## src/rtl/data_counter_bank.sv

```systemverilog
// Bank of wrap-around up/down counters sharing one limit, stepped by
// edge-detected up/down requests on the selected channel.
// Optional auto-repeat on held inputs: define DATA_COUNTER_AUTO_REPEAT_EN.
module data_counter_bank #(
    parameter int unsigned  WIDTH       = 7,
    parameter int unsigned  CHANNELS    = 4,
    parameter int unsigned  REPEAT_DLY  = 50,
    parameter int unsigned  REPEAT_RATE = 10,
    localparam int unsigned SEL_W       = (CHANNELS > 1) ? $clog2(CHANNELS) : 1
) (
    input  logic                      clk,
    input  logic                      rst,
    input  logic                      w_r,
    input  logic                      en,
    input  logic [SEL_W-1:0]          sel,
    input  logic                      up,
    input  logic                      down,
    input  logic [WIDTH-1:0]          limit,
    output logic [WIDTH-1:0]          count,
    output logic [CHANNELS*WIDTH-1:0] all_counts,
    output logic                      wrap
);

    logic                           up_q, down_q;
    logic [CHANNELS-1:0][WIDTH-1:0] cnt_q, cnt_d;
    logic                           wrap_q, wrap_d;
    logic                           sel_ok, up_edge, dn_edge;
    logic                           do_up, do_dn;
    logic                           rep_up_due, rep_dn_due;
    logic [WIDTH-1:0]               cur;

    assign sel_ok     = (32'(sel) < CHANNELS);
    assign up_edge    = up & ~up_q;
    assign dn_edge    = down & ~down_q;
    assign cur        = cnt_q[sel];
    assign count      = sel_ok ? cnt_q[sel] : '0;
    assign all_counts = cnt_q;
    assign wrap       = wrap_q;

    // Step arbitration: up (edge or repeat) wins over down; a losing down edge is dropped
    always_comb begin
        do_up = 1'b0;
        do_dn = 1'b0;
        if (!w_r && en && sel_ok) begin
            do_up = up_edge | rep_up_due;
            do_dn = ~do_up & (dn_edge | rep_dn_due);
        end
    end

    // Next channel values and wrap flag
    always_comb begin
        cnt_d  = cnt_q;
        wrap_d = 1'b0;
        if (w_r) begin
            cnt_d = '0;
        end else if (do_up) begin
            if (cur >= limit) begin
                cnt_d[sel] = '0;
                wrap_d     = 1'b1;
            end else begin
                cnt_d[sel] = cur + WIDTH'(1);
            end
        end else if (do_dn) begin
            if (cur == '0) begin
                cnt_d[sel] = limit;
                wrap_d     = 1'b1;
            end else begin
                cnt_d[sel] = cur - WIDTH'(1);
            end
        end
    end

    // Input history and channel registers; history presets high so a held input is not an edge
    always_ff @(posedge clk) begin
        if (!rst) begin
            up_q   <= 1'b1;
            down_q <= 1'b1;
            cnt_q  <= '0;
            wrap_q <= 1'b0;
        end else begin
            up_q   <= up;
            down_q <= down;
            cnt_q  <= cnt_d;
            wrap_q <= wrap_d;
        end
    end

`ifdef DATA_COUNTER_AUTO_REPEAT_EN
    localparam int unsigned REP_MAX = (REPEAT_DLY > REPEAT_RATE) ? REPEAT_DLY : REPEAT_RATE;
    localparam int unsigned REP_W   = $clog2(REP_MAX + 1);

    logic             rep_act_q, rep_act_d;
    logic             rep_up_q, rep_up_d;
    logic             rep_rate_q, rep_rate_d;
    logic [SEL_W-1:0] rep_sel_q, rep_sel_d;
    logic [REP_W-1:0] rep_cnt_q, rep_cnt_d;
    logic [REP_W-1:0] rep_inc, rep_tgt;
    logic             rep_keep, rep_hit;

    assign rep_keep   = rep_act_q & (rep_up_q ? up : down) & (sel == rep_sel_q) & ~w_r;
    assign rep_inc    = rep_cnt_q + REP_W'(1);
    assign rep_tgt    = rep_rate_q ? REP_W'(REPEAT_RATE) : REP_W'(REPEAT_DLY);
    assign rep_hit    = rep_keep & en & (rep_inc == rep_tgt);
    assign rep_up_due = rep_hit & rep_up_q;
    assign rep_dn_due = rep_hit & ~rep_up_q;

    // Repeat timer: armed by an edge step, counts en cycles while the key stays held
    always_comb begin
        rep_act_d  = rep_act_q;
        rep_up_d   = rep_up_q;
        rep_rate_d = rep_rate_q;
        rep_sel_d  = rep_sel_q;
        rep_cnt_d  = rep_cnt_q;
        if (!rep_keep) begin
            rep_act_d  = 1'b0;
            rep_rate_d = 1'b0;
            rep_cnt_d  = '0;
        end else if (en) begin
            if (rep_inc == rep_tgt) begin
                rep_cnt_d  = '0;
                rep_rate_d = 1'b1;
            end else begin
                rep_cnt_d = rep_inc;
            end
        end
        if ((do_up && up_edge) || (do_dn && dn_edge)) begin
            rep_act_d  = 1'b1;
            rep_up_d   = do_up;
            rep_sel_d  = sel;
            rep_cnt_d  = '0;
            rep_rate_d = 1'b0;
        end
    end

    // Repeat state registers
    always_ff @(posedge clk) begin
        if (!rst) begin
            rep_act_q  <= 1'b0;
            rep_up_q   <= 1'b0;
            rep_rate_q <= 1'b0;
            rep_sel_q  <= '0;
            rep_cnt_q  <= '0;
        end else begin
            rep_act_q  <= rep_act_d;
            rep_up_q   <= rep_up_d;
            rep_rate_q <= rep_rate_d;
            rep_sel_q  <= rep_sel_d;
            rep_cnt_q  <= rep_cnt_d;
        end
    end
`else
    logic rep_cfg_unused;

    assign rep_up_due     = 1'b0;
    assign rep_dn_due     = 1'b0;
    assign rep_cfg_unused = (REPEAT_DLY == 0) | (REPEAT_RATE == 0);
`endif

endmodule
```

## config.mk

```make
export PLATFORM = sky130hd
export DESIGN_NAME = data_counter_bank
export DESIGN_NICKNAME = d
export VERILOG_FILES = /design/src/rtl/data_counter_bank.sv
export SDC_FILE = /design/constraint.sdc
export NUM_CORES = 1
export LEC_CHECK = 0
export BUFFER_PORTS_ARGS = -buffer_cell sky130_fd_sc_hd__buf_2
export CAP_MARGIN = 30
export CORE_AREA = 2 2 81 83
export DETAILED_ROUTE_END_ITERATION = 12
export DIE_AREA = 0 0 83 85
export PLACE_DENSITY = 0.54
export SYNTH_ARGS = -nofsm -noshare
export SYNTH_HDL_FRONTEND = slang
export SYNTH_SLANG_ARGS = --single-unit
```

## constraint.sdc

```tcl
create_clock -name clk -period 3.2 [get_ports clk]
set_input_delay 0.48 -clock clk [delete_from_list [all_inputs] [get_ports clk]]
set_output_delay 0.48 -clock clk [all_outputs]
set_load 0.005 [all_outputs]
```

==> results.yml <==
run_status:
  outcome: "complete, no violations"
detailed_routing:
  detail-route-antenna-nets: 0
  wirelength_um: 6480
  wl_per_cell_um: 17.5
  dr_wl_met2_um: 2940
  wl_met1_um: 3090
  vias: 2082
  dr.pass1.iters: 4
  dr.first_iter.drc_count: 141
  viasPerCell: 5.61
  wl_met3_um: 276
  top_layer_used: "met4"
  drc_errors: 0
finish:
  final_common_cell: "buf_2"
  fin_cells: 371
  final_nets: 317
  layout-drive-gt1-share_pct: 32.3
  area_growth_pct: 24.3
  diodes: 0
  layout_common_cells: "buf_2 (50), dfxtp_1 (31), a21oi_1 (17), buf_4 (17)"
  finalCoreUtilization_pct: 41.9
die:
  die_h_um: 85
  die_area_sq_um: 7060
  core_sq_um: 6200
  start_util_pct: 33.7
  rows: 29
  ios: 51
  die_w_um: 83
global_routing:
  grt_pass1_wl_um: 10200
  grt_usage_pct: 18.5
  antenna_found_initial: 0
  grt_pass1_vias: 1920
  overflow: 0
  grt_max_degree: 17
timing:
  min_period_ns: 2.89
  hold_viol: 0
  finalClockSkew_ns: 0.00515
  rsz0062_at_grt: "false"
  worst_slew_pin_slew_ns: 0.815
  fin_crit_sh_pct: 90.4
  drv_slew: 0
  fmax_mhz: 346
  fin_tns_setup_ns: 0
  finalSetupViolCount: 0
  worst_slack_ns: 0.306
  slew-limit-headroom_pct: 45.6
worst_setup_path:
  critPathSlowestCell: "mux4_2"
  r2r_start: "all_counts[23]"
  cp.depth: 9
  critPathCaptureType: "flop"
  critPathBufInv: 1
  cp-endpoint: "all_counts[26]"
  crit_family: "compound AO/OA/AOI/OAI gates"
  ff2ff_setup_slack_ns: 0.50
  cp_cell_sequence: "buf_2, mux4_2, ha_1, a211o_1, a31oi_1, o21ai_0, nor3_1, o32ai_2, a32o_1"
  critical_path_arrival_ns: 3.07
  rr_worst_depth: 8
  crit_type: "in2reg"
  rr_endpoint: "all_counts[26]"
  critPathLaunchType: "primary input"
  cp_max_fo: 13
  critPathMaxStageDelay_ns: 0.58
  required_ns: 3.37
  startpoint: "sel[0]"
clock_tree:
  h-tree-depth: 2
  cts-buffers-inserted: 5
  clkLatencyLatePin_ns: 0.28
  cts_tree: "yes"
  postCtsSetupRepairBufs: 0
  cts_hold_buf: 0
  cts-root-buf: "clkbuf_8"
  clk_pin_slew_ns: 0.06
  clock_path_buffers: 2
  clock-sinks: 31
  cts_resized: 0
power:
  vdd_drop_max_v: 0.000203
  powerDensity_nw_per_um2: 328
  p_total_w: 0.000853
  p_leak_nw: 1.15
synthesis:
  synth-seq-cells: 31
  ys_seq_area_share_pct: 29.6
  yosys_warnings: 0
  synthFlopType: "dfxtp_1"
  synth_cell_types: 57
  synth_area_per_cell_sq_um: 9.02
  syn-cell-area_sq_um: 2090
  synth_edf_count: 0
  synth_cells: 232
  syn_nets: 256
  async_flop_share_pct: 0
place:
  io_buffers: 50
  dp_cells: 363
  globalplace.congestion: 0.875
  dp_slack_ns: 0.0386
  dp_hpwl_um: 5100
flow_run:
  cap_viol_max_count: 0
worst_hold_path:
  worstHoldPathType: "in2reg"
Yosys cell counts (2+ instances only):
| cell type | instances | share of area (%) |
|---|---|---|
| a21oi_1 | 17 | 4.1 |
| a32o_1 | 9 | 4.3 |
| buf_4 | 2 | 0.72 |
| a31oi_1 | 2 | 0.60 |
| nor2_1 | 16 | 2.9 |
| mux2i_1 | 2 | 0.96 |
| inv_1 | 10 | 1.8 |
| or3_1 | 2 | 0.60 |
| o221a_1 | 5 | 2.7 |
| nand4_1 | 2 | 0.60 |
| or2_2 | 4 | 1.2 |
| mux4_1 | 2 | 2.5 |
| nor3_1 | 4 | 0.96 |
| nand2_1 | 16 | 2.9 |
| and3_1 | 2 | 0.60 |
| o31ai_1 | 2 | 0.72 |
| nor2b_1 | 5 | 1.5 |
| a21bo_2 | 2 | 0.96 |
| nand2b_1 | 6 | 1.8 |
| dfxtp_1 | 31 | 30 |
| o21ai_0 | 14 | 3.3 |
| nand3_1 | 7 | 1.7 |
| clkbuf_1 | 8 | 1.4 |
| xor2_1 | 3 | 1.3 |
| nor3b_1 | 2 | 0.72 |
| ha_1 | 9 | 5.4 |
| buf_6 | 2 | 1.1 |
| xnor2_1 | 2 | 0.84 |
| mux4_2 | 5 | 5.4 |
| o21a_1 | 6 | 2.2 |
| o22ai_1 | 5 | 1.5 |
| nor3_2 | 2 | 0.96 |
| o211ai_1 | 2 | 0.72 |
cell families (layout without fill, tap and decap cells):
family                   count (synthesis)  in the layout  share of synthesized area (%)
AO/OA/AOI/OAI                           81             81                           29.4
AND/OR/NAND/NOR                         72             72                           18.1
flip-flops                              31             31                           29.6
buffers and inverters                   23             85                           5.26
multiplexers                            11             11                           10.1
adder cells (fa/ha/maj)                  9              9                           5.38
XOR/XNOR                                 5              5                           2.09
power by group:
group	internal (W)	switching, W	leakage (nW)
logic	0.0000502	0.0000719	0.852
clock network	0.000196	0.000144	0.0515
registers	0.000389	0.00000214	0.250
total	0.000635	0.000218	1.15
metrics by stage:
stage	hold slack (ns)	cell area, sq um
after floorplan	0.472	2090
after global placement	0.480	2500
after detailed placement	0.480	2500
after CTS	0.387	2600
after global routing	0.394	2600
final	0.392	2600
cell type report:
| cell class | instances | area [sq um] |
|---|---|---|
| multi-input combinational | 178 | 1370 |
| tap | 77 | 96.3 |
| inverter | 10 | 37.5 |
| fill | 626 | 3600 |
| clock buffer | 8 | 100 |
| timing repair buffer | 67 | 378 |
| sequential | 31 | 621 |
sequential cells by signal, indices dropped and copies added (netlist names):
register    count
all_counts     28
down_q          1
up_q            1
wrap            1
per-layer routing:
metal,up-vias,GRT usage [%]
li1,1008,-
met1,1007,25.6
met2,54,29.1
met3,13,3.21
met4,0,6.71
met5,-,0
worst min path at each step:
| stage | end | cells past startpoint | startpoint | slack [ns] |
|---|---|---|---|---|
| 2_1_floorplan | all_counts[27] | 2 | all_counts[27] | 0.47 |
| 3_3_place_gp | all_counts[13] | 2 | all_counts[13] | 0.48 |
| 3_5_place_dp | all_counts[13] | 2 | all_counts[13] | 0.48 |
| 4_1_cts | up_q | 2 | rst | 0.39 |
| 5_1_grt | down_q | 2 | down | 0.39 |
| 6_report | down_q | 2 | down | 0.39 |
Power figures use the tool's default switching activity.
